<file path="src/rtl/uart_alu_ctrl_if.sv">
// rtl/uart_alu_ctrl_if.sv - handshake bundle between the UART/ALU sequencer and its RX, ALU and TX peers
interface uart_alu_ctrl_if #(
    parameter int OP_W = 6
);
    logic            i_rx_done;
    logic [7:0]      i_rx_data;
    logic [7:0]      i_alu_result;
    logic            i_tx_done;
    logic [7:0]      o_alu_a;
    logic [7:0]      o_alu_b;
    logic [OP_W-1:0] o_alu_op;
    logic [7:0]      o_tx_data;
    logic            o_tx_start;
    logic            o_busy;
    logic            o_timeout;
    logic            o_overrun;

    modport slave (
        input  i_rx_done, i_rx_data, i_alu_result, i_tx_done,
        output o_alu_a, o_alu_b, o_alu_op, o_tx_data, o_tx_start,
               o_busy, o_timeout, o_overrun
    );

    modport master (
        output i_rx_done, i_rx_data, i_alu_result, i_tx_done,
        input  o_alu_a, o_alu_b, o_alu_op, o_tx_data, o_tx_start,
               o_busy, o_timeout, o_overrun
    );
endinterface

</file>
<file path="src/rtl/uart_alu_ctrl.sv">
// rtl/uart_alu_ctrl.sv - collects A, B, opcode bytes, runs the ALU and launches one TX byte
// Optional opcode legality check enabled by defining ALU_OPCODE_CHECK_EN.
module uart_alu_ctrl #(
    parameter int OP_W           = 6,
    parameter int TIMEOUT_CYCLES = 1000000
) (
    input  logic           i_clock,
    input  logic           i_reset,
    uart_alu_ctrl_if.slave bus
);
    localparam logic [4:0] S_WAIT_A  = 5'b00001;
    localparam logic [4:0] S_WAIT_B  = 5'b00010;
    localparam logic [4:0] S_WAIT_OP = 5'b00100;
    localparam logic [4:0] S_EXEC    = 5'b01000;
    localparam logic [4:0] S_WAIT_TX = 5'b10000;

    localparam int CNT_W = $clog2(TIMEOUT_CYCLES);
    localparam logic [CNT_W-1:0] CNT_LAST = CNT_W'(TIMEOUT_CYCLES - 1);

    logic [4:0]       state;
    logic [CNT_W-1:0] cnt;
    logic             exec_go;   // second EXEC cycle: ALU result is settled, launch TX
`ifdef ALU_OPCODE_CHECK_EN
    logic             bad_op;

    function automatic logic legal_op(input logic [OP_W-1:0] op);
        case (6'(op))
            6'b100000, 6'b100010, 6'b100100, 6'b100101,
            6'b100110, 6'b100111, 6'b000011, 6'b000010: return 1'b1;
            default: return 1'b0;
        endcase
    endfunction
`endif

    assign bus.o_busy = state[3] | state[4];

    always_ff @(posedge i_clock or posedge i_reset) begin
        if (i_reset) begin
            state          <= S_WAIT_A;
            cnt            <= '0;
            exec_go        <= 1'b0;
            bus.o_alu_a    <= '0;
            bus.o_alu_b    <= '0;
            bus.o_alu_op   <= '0;
            bus.o_tx_data  <= '0;
            bus.o_tx_start <= 1'b0;
            bus.o_timeout  <= 1'b0;
            bus.o_overrun  <= 1'b0;
`ifdef ALU_OPCODE_CHECK_EN
            bad_op         <= 1'b0;
`endif
        end else begin
            bus.o_tx_start <= 1'b0;
            bus.o_timeout  <= 1'b0;
            bus.o_overrun  <= 1'b0;
            case (state)
                S_WAIT_A: begin
                    cnt <= '0;
                    if (bus.i_rx_done) begin
                        bus.o_alu_a <= bus.i_rx_data;
                        state       <= S_WAIT_B;
                    end
                end
                S_WAIT_B: begin
                    if (bus.i_rx_done) begin
                        bus.o_alu_b <= bus.i_rx_data;
                        cnt         <= '0;
                        state       <= S_WAIT_OP;
                    end else if (cnt == CNT_LAST) begin
                        cnt           <= '0;
                        bus.o_timeout <= 1'b1;
                        state         <= S_WAIT_A;
                    end else begin
                        cnt <= cnt + 1'b1;
                    end
                end
                S_WAIT_OP: begin
                    if (bus.i_rx_done) begin
                        cnt   <= '0;
                        state <= S_EXEC;
`ifdef ALU_OPCODE_CHECK_EN
                        // Illegal opcode skips the settle cycle and answers 8'hFF
                        if (legal_op(bus.i_rx_data[OP_W-1:0])) begin
                            bus.o_alu_op <= bus.i_rx_data[OP_W-1:0];
                            exec_go      <= 1'b0;
                            bad_op       <= 1'b0;
                        end else begin
                            exec_go      <= 1'b1;
                            bad_op       <= 1'b1;
                        end
`else
                        bus.o_alu_op <= bus.i_rx_data[OP_W-1:0];
                        exec_go      <= 1'b0;
`endif
                    end else if (cnt == CNT_LAST) begin
                        cnt           <= '0;
                        bus.o_timeout <= 1'b1;
                        state         <= S_WAIT_A;
                    end else begin
                        cnt <= cnt + 1'b1;
                    end
                end
                S_EXEC: begin
                    if (bus.i_rx_done)
                        bus.o_overrun <= 1'b1;
                    if (exec_go) begin
`ifdef ALU_OPCODE_CHECK_EN
                        bus.o_tx_data <= bad_op ? 8'hFF : bus.i_alu_result;
`else
                        bus.o_tx_data <= bus.i_alu_result;
`endif
                        bus.o_tx_start <= 1'b1;
                        exec_go        <= 1'b0;
                        state          <= S_WAIT_TX;
                    end else begin
                        exec_go <= 1'b1;
                    end
                end
                S_WAIT_TX: begin
                    if (bus.i_rx_done)
                        bus.o_overrun <= 1'b1;
                    if (bus.i_tx_done) begin
                        cnt   <= '0;
                        state <= S_WAIT_A;
                    end
                end
                default: begin
                    cnt     <= '0;
                    exec_go <= 1'b0;
                    state   <= S_WAIT_A;
                end
            endcase
        end
    end
endmodule

</file>
<file path="src/flat_wrapper.sv">
// flat-port wrapper written by rule: the top's interface ports become plain ports
module uart_alu_ctrl_flat 
#(
    parameter int OP_W           = 6,
    parameter int TIMEOUT_CYCLES = 1000000
)
  (i_clock, i_reset, bus_i_rx_done, bus_i_rx_data, bus_i_alu_result, bus_i_tx_done, bus_o_alu_a, bus_o_alu_b, bus_o_alu_op, bus_o_tx_data, bus_o_tx_start, bus_o_busy, bus_o_timeout, bus_o_overrun);
  uart_alu_ctrl_if #(.OP_W(OP_W)) bus_i ();
  input  logic i_clock;
  input  logic i_reset;
  input wire logic [$bits(bus_i.i_rx_done)-1:0] bus_i_rx_done;
  input wire logic [$bits(bus_i.i_rx_data)-1:0] bus_i_rx_data;
  input wire logic [$bits(bus_i.i_alu_result)-1:0] bus_i_alu_result;
  input wire logic [$bits(bus_i.i_tx_done)-1:0] bus_i_tx_done;
  output wire logic [$bits(bus_i.o_alu_a)-1:0] bus_o_alu_a;
  output wire logic [$bits(bus_i.o_alu_b)-1:0] bus_o_alu_b;
  output wire logic [$bits(bus_i.o_alu_op)-1:0] bus_o_alu_op;
  output wire logic [$bits(bus_i.o_tx_data)-1:0] bus_o_tx_data;
  output wire logic [$bits(bus_i.o_tx_start)-1:0] bus_o_tx_start;
  output wire logic [$bits(bus_i.o_busy)-1:0] bus_o_busy;
  output wire logic [$bits(bus_i.o_timeout)-1:0] bus_o_timeout;
  output wire logic [$bits(bus_i.o_overrun)-1:0] bus_o_overrun;
  assign bus_i.i_rx_done = bus_i_rx_done;
  assign bus_i.i_rx_data = bus_i_rx_data;
  assign bus_i.i_alu_result = bus_i_alu_result;
  assign bus_i.i_tx_done = bus_i_tx_done;
  assign bus_o_alu_a = bus_i.o_alu_a;
  assign bus_o_alu_b = bus_i.o_alu_b;
  assign bus_o_alu_op = bus_i.o_alu_op;
  assign bus_o_tx_data = bus_i.o_tx_data;
  assign bus_o_tx_start = bus_i.o_tx_start;
  assign bus_o_busy = bus_i.o_busy;
  assign bus_o_timeout = bus_i.o_timeout;
  assign bus_o_overrun = bus_i.o_overrun;
  uart_alu_ctrl #(.OP_W(OP_W), .TIMEOUT_CYCLES(TIMEOUT_CYCLES)) u_core (.i_clock(i_clock), .i_reset(i_reset), .bus(bus_i));
endmodule
</file>
<file path="config.mk">
export PLATFORM = sky130hd
export DESIGN_NAME = uart_alu_ctrl_flat
export DESIGN_NICKNAME = d
export VERILOG_FILES = /design/src/rtl/uart_alu_ctrl_if.sv /design/src/rtl/uart_alu_ctrl.sv /design/src/flat_wrapper.sv
export SDC_FILE = /design/constraint.sdc
export NUM_CORES = 1
export LEC_CHECK = 0
export CAP_MARGIN = 20
export CORE_MARGIN = 2
export CORE_UTILIZATION = 35
export CTS_CLUSTER_SIZE = 10
export DETAILED_ROUTE_END_ITERATION = 8
export PLACE_DENSITY = 0.7
export SETUP_SLACK_MARGIN = 0.5
export SYNTH_ARGS = -nofsm -noshare
export SYNTH_HDL_FRONTEND = slang
export SYNTH_SLANG_ARGS = --single-unit
</file>
<file path="constraint.sdc">
create_clock -name i_clock -period 2.8 [get_ports i_clock]
set_input_delay 0.56 -clock i_clock [delete_from_list [all_inputs] [get_ports i_clock]]
set_output_delay 0.56 -clock i_clock [all_outputs]
set_load 0.01 [all_outputs]
</file>
==> metrics.cfg <==
[sta]
layout_setup_ws_ps = 626
fin_worst_skew_ps = 16.1
setup_tns_ps = 0
final_hold_viol_count = 0
drv_slew = 0
finalSetupViolCount = 0
max_slew_margin = 0.659
worstMarginPinSlew_ps = 508
period_share = 0.776
finalCriticalPeriod_ps = 2170
grt_setup_unrepaired = no
fmax_ghz = 0.460

[finish]
multi_input_area_um2 = 1190
fillCellCount = 687
num_antenna_cells = 0
finish.net_count = 335
area_delta_synth_final_pct = 32.2
drive_gt1_frac = 0.172
fin_cells = 421
regArea_um2 = 1480

[worst_setup_path]
path_buf_inv = 2
crit_path_start_kind = register
rrSetupSlack_ps = 630
critPathMaxFanout = 10
end_kind = output pin
critical-path-max-stage-delay_ps = 560
slowest_stage = clkdlybuf4s50_1
worst_ep_required_time_ps = 2240
critPathKind = reg2out
crit_chain = nor2_2 -> inv_1 -> clkdlybuf4s50_1
cp.arrival_ps = 1610
cp_top_family = buffers and inverters

[logic_synthesis]
async_flop_share = 1.00
synth_compound_area_frac = 0.0818
synth_mux_area_frac = 0.0946
synth_area_per_cell_um2 = 10.7
yosysTopAreaCell = dfrtp_1
netlist_area_um2 = 2740
synth_xor_xnor_area_share = 0.0416
synth_top_family_by_area = simple AND/OR/NAND/NOR gates
ys_types = 49
yosys.area_share.simple = 0.212
synth_top_area_share = 0.530
syn_nets = 276
ys_ff_latch = 59
synth_edf_count = 0
seq_area_frac_synth = 0.540
yosysWarnings = 0
synth_flop_cell = dfrtp_1
synthAdderAreaFrac = 0.00457
synthCells = 255
synthTopCellsByArea = dfrtp_1, mux2_2, nand2_1

[floorplanning]
ios = 54
die_w_um = 92.5
start_util = 0.358
row_count = 32
die_h_um = 92.5
core_area_um2 = 7650
die_area_um2 = 8550

[clocking]
cts_htree_levels = 3
clk_latency_ps = 340
cts-root-buf = clkbuf_8
path_clk_slew_ps = 70
numCtsBuffers = 9
numClockSinks = 59
cts_tree = built
cts.path.max_buffers = 2

[route]
vias = 2079
antenna_left = 0
drtIter0Drc = 68
wl_per_cell_um = 13.9
viasPerCell = 4.94
route.detailed.drc = 0
wl_mm = 5.86
first_pass_iters = 4

[place]
dp_hpwl_mm = 4.07
numPortBuffers = 53
dp_slack_ps = 287
place.gp.congestion = 0.783
placedCellCount = 405

[min_path]
min_path_type = reg2reg

[status]
status = finished clean

[global_route]
grt_max_degree = 48
grt_pass1_wl_mm = 10.3
grt_antenna_before_repair = 0
overflow = 0
track_usage = 0.153
grt_pass1_vias = 2131

[job]
cap_violations = 0

[power]
p_per_area_nw_per_um2 = 803
cellLeakagePower_uw = 0.00147
ir_worst_vdd_v = 0.000512
total_power_uw = 2910

## tightest hold or removal path, stage by stage (launching register included)
cell and delay, ps:
dfrtp_1 350, nand2_1 50, nand2_1 50
## power by group
part / total, µW / leakage, µW / internal, µW / switching, µW
combinational: 829 / 0.000613 / 501 / 329
clock: 900 / 0.000116 / 552 / 348
sequential: 1180 / 0.000742 / 1040 / 139
total: 2910 / 0.00147 / 2090 / 815
## through the flow
step | instance area [µm²] | util | hold WS, ps
floorplan | 2740 | - | 492
global placement | 3380 | 0.442 | 461
detailed placement | 3380 | 0.442 | 463
CTS | 3620 | 0.473 | 481
global route | 3620 | 0.473 | 510
finish | 3620 | 0.473 | 477
## path summary, 6_finish.rpt
check,from,endpoint,depth (start not counted)
worst max-delay path,u_core.state[4],bus_o_busy,3
worst min-delay path,u_core.bus.o_tx_data[1],u_core.bus.o_tx_data[1],2
worst max register to register,u_core.cnt[7],u_core.state[0],5
worst min register to register,u_core.bus.o_tx_data[1],u_core.bus.o_tx_data[1],2
max in group asynchronous,i_reset,u_core.state[0],3
min in group asynchronous,i_reset,u_core.bus.o_alu_op[2],2
## flip-flops by register name (all words and copies together) (netlist names)
| signal | cells |
|---|---|
| u_core.cnt | 20 |
| u_core.bus.o_alu_a | 8 |
| u_core.exec_go | 1 |
| u_core.bus.o_alu_b | 8 |
| u_core.state | 5 |
| u_core.bus.o_tx_start | 1 |
| u_core.bus.o_tx_data | 8 |
| u_core.bus.o_timeout | 1 |
| u_core.bus.o_alu_op | 6 |
| u_core.bus.o_overrun | 1 |
## repair_timing
| action | 4_1_cts | 5_1_grt |
|---|---|---|
| setup buffers | 0 | 0 |
| setup endpoints to repair | 0 | 2 |
| resized for setup | 0 | 1 |
| hold buffers | 0 | 0 |
## cell usage after synthesis (3+ instances only)
library cell  instances
dfrtp_1              58
nand2_1              38
mux2_2               23
nor2_1               22
o21ai_0              12
nand3_1               9
nand4_1               8
nor3_1                7
xnor2_1               7
inv_1                 6
xor2_1                6
a21oi_1               5
nand2b_1              3
nor2b_1               3
nor4_1                3
o31ai_1               3
or3_1                 3
## layer usage
layer	wire (µm)	track usage	share of wire
met1	2720	0.203	0.46
met2	2560	0.224	0.44
met3	473	0.0561	0.081
met4	95	0.0684	0.016
met5	0	0	0
## cells in the final DEF, fill, tap and decap left out, types with 2 or more instances in the layout
master and count:
clkbuf_8 11, or4_1 2, or2_0 2, o31ai_1 3, nor4_1 3, nand4_1 8
nor2b_1 3, o31a_1 2, dfrtp_1 58, nand2b_1 2, xor2_1 6, clkinv_4 2
or3_1 3, nand3_1 9, mux2_2 23, and3_1 2, nor2_1 22, bufinv_16 2
nand2_1 38, xnor2_1 7, inv_1 5, o21ai_0 12, a21oi_1 5, nor3_1 7
clkdlybuf4s50_1 53
## area by class of cell
type / instances / area share
Sequential cell: 59 / 0.408
Multi-Input combinational cell: 182 / 0.330
Timing Repair Buffer: 55 / 0.154
Clock buffer: 11 / 0.0418
Tap cell: 102 / 0.0353
Clock inverter: 5 / 0.0235
Inverter: 7 / 0.00726
## cells by family (layout without fill, tap and decap cells)
family | after synthesis | count (layout)
AOI/OAI and AO/OA | 31 | 31
and+or+nand+nor | 114 | 114
buffers and inverters | 14 | 78
DFF | 59 | 59
adders and majority gates | 1 | 1
xor gates and xnor gates | 13 | 13
muxes | 23 | 23
Note: power is estimated with default switching activity, not from simulation.
